--- src/rtl/rgb_pwm_pkg.sv ---
// Shared widths, colour field layout and the packed RGB type used by the
// RGB PWM driver and its per-channel comparators.
package rgb_pwm_pkg;

    localparam int CH_W    = 8;
    localparam int LIGHT_W = 24;

    localparam int R_LSB = 16;
    localparam int G_LSB = 8;
    localparam int B_LSB = 0;

    typedef logic [CH_W-1:0] duty_t;

    // Field order matches the light bus: R in [23:16], G in [15:8], B in [7:0].
    typedef struct packed {
        duty_t r;
        duty_t g;
        duty_t b;
    } rgb_t;

    function automatic duty_t field_of(input logic [LIGHT_W-1:0] word, input int lsb);
        return word[lsb +: CH_W];
    endfunction

endpackage

--- src/rtl/rgb_pwm_driver_pwm_channel.sv ---
// One colour channel: holds the active duty value and drives a registered
// PWM output that is high while the shared period counter is below it.
module pwm_channel
    import rgb_pwm_pkg::*;
(
    input  logic  clk,
    input  logic  rst,
    input  logic  commit,
    input  duty_t commit_duty,
    input  duty_t cnt,
    output logic  led
);

    duty_t active;

    // NOTE: state registers use non-blocking assignments so every flop samples
    // pre-edge values; blocking here would let led see the new active value
    // in the same edge and order-dependent simulation results would follow.
    always_ff @(posedge clk or posedge rst) begin
        if (rst) begin
            active <= '0;
            led    <= 1'b0;
        end else begin
            if (commit) begin
                active <= commit_duty;
            end
            led <= (cnt < active);
        end
    end

endmodule

--- src/rtl/rgb_pwm_driver.sv ---
// Three-channel PWM LED driver: prescaled 8-bit period counter, a pending
// colour buffer with load/ack handshake, and period-aligned colour commits.
module rgb_pwm_driver
    import rgb_pwm_pkg::*;
#(
    parameter int PRESCALE = 4
)
(
    input  logic               clk,
    input  logic               rst,
    input  logic [LIGHT_W-1:0] light,
    input  logic               load,
    output logic               ack,
    output logic               led_r,
    output logic               led_g,
    output logic               led_b,
    output logic               period_start
);

    localparam int PS_W = 16;
    localparam logic [PS_W-1:0] PS_LAST = PS_W'(PRESCALE - 1);

    logic [PS_W-1:0] presc;
    duty_t           cnt;
    logic            tick;
    logic            boundary;

    rgb_t            pending;
    logic            pending_valid;
    logic            commit;
    rgb_t            commit_rgb;

    assign tick     = (presc == PS_LAST);
    assign boundary = tick && (cnt == '1);

    always_ff @(posedge clk or posedge rst) begin
        if (rst) begin
            presc        <= '0;
            cnt          <= '0;
            period_start <= 1'b0;
        end else begin
            presc        <= tick ? '0 : presc + PS_W'(1);
            if (tick) begin
                cnt <= cnt + CH_W'(1);
            end
            period_start <= boundary;
        end
    end

    always_ff @(posedge clk or posedge rst) begin
        if (rst) begin
            pending       <= '0;
            pending_valid <= 1'b0;
            ack           <= 1'b0;
        end else begin
            ack <= load;
            if (load) begin
                pending <= rgb_t'(light);
            end
            if (boundary) begin
                pending_valid <= 1'b0;
            end else if (load) begin
                pending_valid <= 1'b1;
            end
        end
    end

    // NOTE: a load landing on the boundary edge bypasses the pending buffer,
    // so it must take priority over an older pending colour here.
    always_comb begin
        commit     = boundary && (load || pending_valid);
        commit_rgb = load ? rgb_t'(light) : pending;
    end

    pwm_channel u_red (
        .clk         (clk),
        .rst         (rst),
        .commit      (commit),
        .commit_duty (field_of(LIGHT_W'(commit_rgb), R_LSB)),
        .cnt         (cnt),
        .led         (led_r)
    );

    pwm_channel u_green (
        .clk         (clk),
        .rst         (rst),
        .commit      (commit),
        .commit_duty (field_of(LIGHT_W'(commit_rgb), G_LSB)),
        .cnt         (cnt),
        .led         (led_g)
    );

    pwm_channel u_blue (
        .clk         (clk),
        .rst         (rst),
        .commit      (commit),
        .commit_duty (field_of(LIGHT_W'(commit_rgb), B_LSB)),
        .cnt         (cnt),
        .led         (led_b)
    );

endmodule

--- config.mk ---
export PLATFORM = sky130hd
export DESIGN_NAME = rgb_pwm_driver
export DESIGN_NICKNAME = d
export VERILOG_FILES = /design/src/rtl/rgb_pwm_pkg.sv /design/src/rtl/rgb_pwm_driver_pwm_channel.sv /design/src/rtl/rgb_pwm_driver.sv
export SDC_FILE = /design/constraint.sdc
export NUM_CORES = 1
export LEC_CHECK = 0
export ABC_AREA = 1
export BUFFER_PORTS_ARGS = -buffer_cell sky130_fd_sc_hd__buf_2
export CORE_MARGIN = 5
export CORE_UTILIZATION = 45
export DETAILED_ROUTE_END_ITERATION = 8
export PLACE_DENSITY = 0.63
export SETUP_SLACK_MARGIN = 0.3
export SLEW_MARGIN = 20
export SYNTH_ARGS = -nofsm -noshare
export SYNTH_HDL_FRONTEND = slang
export SYNTH_SLANG_ARGS = --single-unit
export TNS_END_PERCENT = 10
--- constraint.sdc ---
create_clock -name clk -period 5.25 [get_ports clk]
set_input_delay 0.2625 -clock clk [delete_from_list [all_inputs] [get_ports clk]]
set_output_delay 0.2625 -clock clk [all_outputs]
set_load 0.01 [all_outputs]
==> metrics.md <==
| Metric | Value |
|---|---|
| Detailed Route Iter0 Violations | `100` |
| Placed insts | `approximately 600` |
| Post-CTS Hold Buffers | `0` |
| Final Cycle Share | `a little under two fifths` |
| Mapped Nets | `518` |
| Worst r2r src | `pending_valid` |
| GRT Total Usage | `between 10 and 15%` |
| # fillers | `~860` |
| Finished Core Util | `between 50% and 60%` |
| Metal-1 WL | `about 3600 um` |
| Outcome | `finished, final reports clean` |
| Share of cells above drive strength 1 | `around 14%` |
| Worst Setup SP | `load` |
| Asr flop ratio synth | `between 90% and 100%` |
| Final net count | `548` |
| Peak supply drop | `about 0.15 mV` |
| Top cells by area, synth | `dfrtp_1, nand2_1, ha_1, inv_1, nand3_1` |
| Core ar. | `roughly 8600 um2` |
| Synth area leader | `dfrtp_1` |
| Post-synthesis sequential area ratio | `about half` |
| Simple-Gate Fraction of Synth Area | `between 20 and 30%` |
| Post-synth EDFFs | `0` |
| Fin cells | `approximately 600` |
| Top FF cell, synth | `dfrtp_1` |
| Worst setup path endpoint | `u_red.active[7]` |
| Total power | `between 1 and 1.5 mW` |
| Synth Area in Adders | `about 7.3%` |
| Critical Path End Type | `flip-flop` |
| Static Leak | `approximately 2.4 nW` |
| Top-area cell type share of the netlist area | `about half` |
| Overflow after GRT | `0` |
| Total negative slack | `0 ns` |
| Metal3 WL | `~280 um` |
| Worst Reg2Reg Path Length in Cells | `4` |
| Die height | `104 um` |
| Synth-to-Final Area Change | `9.90%` |
| Fin. Hold Viols | `0` |
| Complex-gate fraction of the synthesized area | `~3.6%` |
| Post-CTS Setup Inserts | `0` |
| Unique masters post-synth | `29` |
| Gpl congestion | `0.783` |
| Crit Path Category | `input port to flip-flop` |
| IO Pins | `32` |
| Tmin final | `~1.9 ns` |
| CTS tree | `yes` |
| Internal power | `roughly 0.87 mW` |
| Cts bufs inserted | `9` |
| Clock network power share | `40.9%` |
| Register area | `between 1500 and 2000 um2` |
| Max-capacitance violation count | `0` |
| Clock sinks | `between 70 and 80` |
| Peak Freq | `slightly above 0.5 GHz` |
| Hold WC Path Type | `input port to async pin` |
| Sequential share of power | `about 55%` |
| Met2 WL | `about 3400 um` |
| CP startpoint kind | `input port` |
| Number of global-route vias before repair | `about 2,800` |
| Detailed placement HPWL | `about 5200 um` |
| Slew @ Worst Pin | `0.888 ns` |
| Main combinational cell family by area after synthesis | `simple AND/OR/NAND/NOR gates` |
| Final Max Slew Viols | `0` |
| RSZ-0062 raised after global routing | `no` |
| Number of diodes | `0` |
| Skew final | `between 0.01 and 0.015 ns` |
| Crit path required time | `between 5 and 6 ns` |
| Drt pass-1 iters | `4` |
| PwrDens | `260 nW/um2` |
| Switching share of total power | `about a quarter` |
| Initial Utilization | `a little under half` |
| WHS | `between 0.07 and 0.08 ns` |
| Num rows | `34` |
| Worst-Skew Late Latency | `0.35 ns` |
| Clk root buf | `clkbuf_8` |
| Final setup viols | `0` |
| CTS Buffer Depth | `2` |
| Detailed-route DRC error count | `0` |
| Cts repair resizes | `0` |
| Max Used Layer | `met4` |
| Syn_area_per_cell | `about 8.5 um2` |
| Routed length per instance | `around 12 um` |
| Initial antenna violation count | `0` |
| Combinational share of power | `4.3%` |
| Cells after synthesis | `~470` |
| Port-buffer cells | `31` |
| First-pass GRT wire length | `between 10,000 and 15,000 um` |
| Switch Pwr | `0.265 mW` |
| Crit-path max FO | `27` |
| Flop-to-flop setup slack | `3.37 ns` |
| Clk slew on worst S/H paths | `roughly 0.080 ns` |
| Vias per inst | `4.74` |
| Yosys reg bits | `~80` |
| Worst r2r dst | `u_red.active[7]` |
| Post-route ant nets | `0` |
| Mapped Area | `a little under 4000 um2` |
| Via count | `around 2,900` |
| Die area | `10,800 um2` |
| Largest net degree at the start of global routing | `79` |
| Horiz. Die Dim | `around 100 um` |
| Total wire length | `approximately 7400 um` |
| Area of the multi-input gates | `1700 um2` |
| # H-tree levels | `3` |
| Multiplexer share of the synthesized area | `0%` |
| Post-synthesis xor/xnor area fraction | `about 3.8%` |
| Worst relative slew slack | `between 40% and 50%` |
| Crit path DAT | `about 2.2 ns` |
| Synth warnings | `0` |
-- sequential cells by signal (all words and copies together) (netlist names) --
register        cells
ack                 1
cnt                 8
pending            24
pending_valid       1
period_start        1
presc              16
u_blue.active       8
u_blue.led          1
u_green.active      8
u_green.led         1
u_red.active        8
u_red.led           1
-- layout make-up --
| cell class | instances | area share [%] |
|---|---|---|
| clock buffer | 10 | 3.16 |
| inverter | 52 | 4.53 |
| timing repair buffer | 32 | 3.82 |
| multi-input combinational | 325 | 39.0 |
| tap | 108 | 3.10 |
| sequential | 78 | 44.8 |
| clock inverter | 6 | 1.61 |
-- worst min-delay path by stage --
stage	from	end	slack, ns	cells past startpoint
floorplan	load	ack	0.29	0
global placement	pending[0]	pending[0]	0.46	2
detailed placement	pending[0]	pending[0]	0.46	2
CTS	light[9]	pending[9]	0.12	3
global route	light[0]	pending[0]	0.14	3
finish	rst	cnt[4]	0.08	3
-- cell families (layout without fill, tap and decap cells) --
group,after synthesis,count (layout)
xor+xnor,17,17
buf+inv,65,100
fa+ha+maj,23,23
simple gates,257,257
flops,78,78
compound gates,28,28
-- placed cells by master, fill, tap and decap left out, types with 2 or more instances in the layout --
cell | synthesis | layout
nand2_1 | 165 | 165
dfrtp_1 | 78 | 78
inv_1 | 49 | 48
nor2_1 | 36 | 36
nand3_1 | 34 | 34
buf_2 | 4 | 31
ha_1 | 23 | 23
a21oi_1 | 15 | 15
xor2_1 | 11 | 11
o21ai_0 | 10 | 10
clkbuf_8 | 1 | 10
nand2_2 | 6 | 6
xnor2_1 | 6 | 6
nor2_2 | 3 | 3
inv_2 | 2 | 3
nand2_4 | 3 | 3
clkinv_4 | 0 | 3
nor2_8 | 2 | 2
nand4_1 | 2 | 2
nor3_1 | 2 | 2
o21ai_1 | 2 | 2
-- power by group through the flow --
stage / Combinational [mW] / Clock [mW] / Sequential [mW]
5_1_grt: 0.0585 / 0.502 / 0.623
3_5_place_dp: 0.0504 / 0 / 0.633
4_1_cts: 0.0505 / 0.475 / 0.621
3_3_place_gp: 0.0498 / 0 / 0.633
6_report: 0.0489 / 0.463 / 0.621
2_1_floorplan: 0.0324 / 0 / 0.632
-- per-stage QoR --
step                      cell area (um2)  worst slack, ns
after floorplan                      3970             2.99
after global placement               4150             3.01
after detailed placement             4150             2.94
after CTS                            4360             3.33
after global routing                 4360             3.03
final                                4360             3.31
-- cells in the mapped netlist, types with 3 or more instances --
| cell | number |
|---|---|
| xnor2_1 | 6 |
| inv_1 | 49 |
| nand3_1 | 34 |
| nand2_1 | 165 |
| nand2_2 | 6 |
| xor2_1 | 11 |
| o21ai_0 | 10 |
| buf_2 | 4 |
| nor2_2 | 3 |
| nor2_1 | 36 |
| dfrtp_1 | 78 |
| a21oi_1 | 15 |
| ha_1 | 23 |
| buf_4 | 4 |
| nand2_4 | 3 |
-- routing by layer --
| metal | vias up | track usage (%) |
|---|---|---|
| met5 | - | 0 |
| met3 | 5 | 2.92 |
| li1 | 1512 | - |
| met4 | 0 | 5.92 |
| met1 | 1329 | 20.3 |
| met2 | 49 | 23.3 |
-- worst max-delay path, cell delays in order --
cell and delay [ns]:
buf_2 0.37, or2_1 0.76, nand4_4 0.51, nand2_1 0.20, nand2_1 0.06
(Power assumes the default switching activity.)
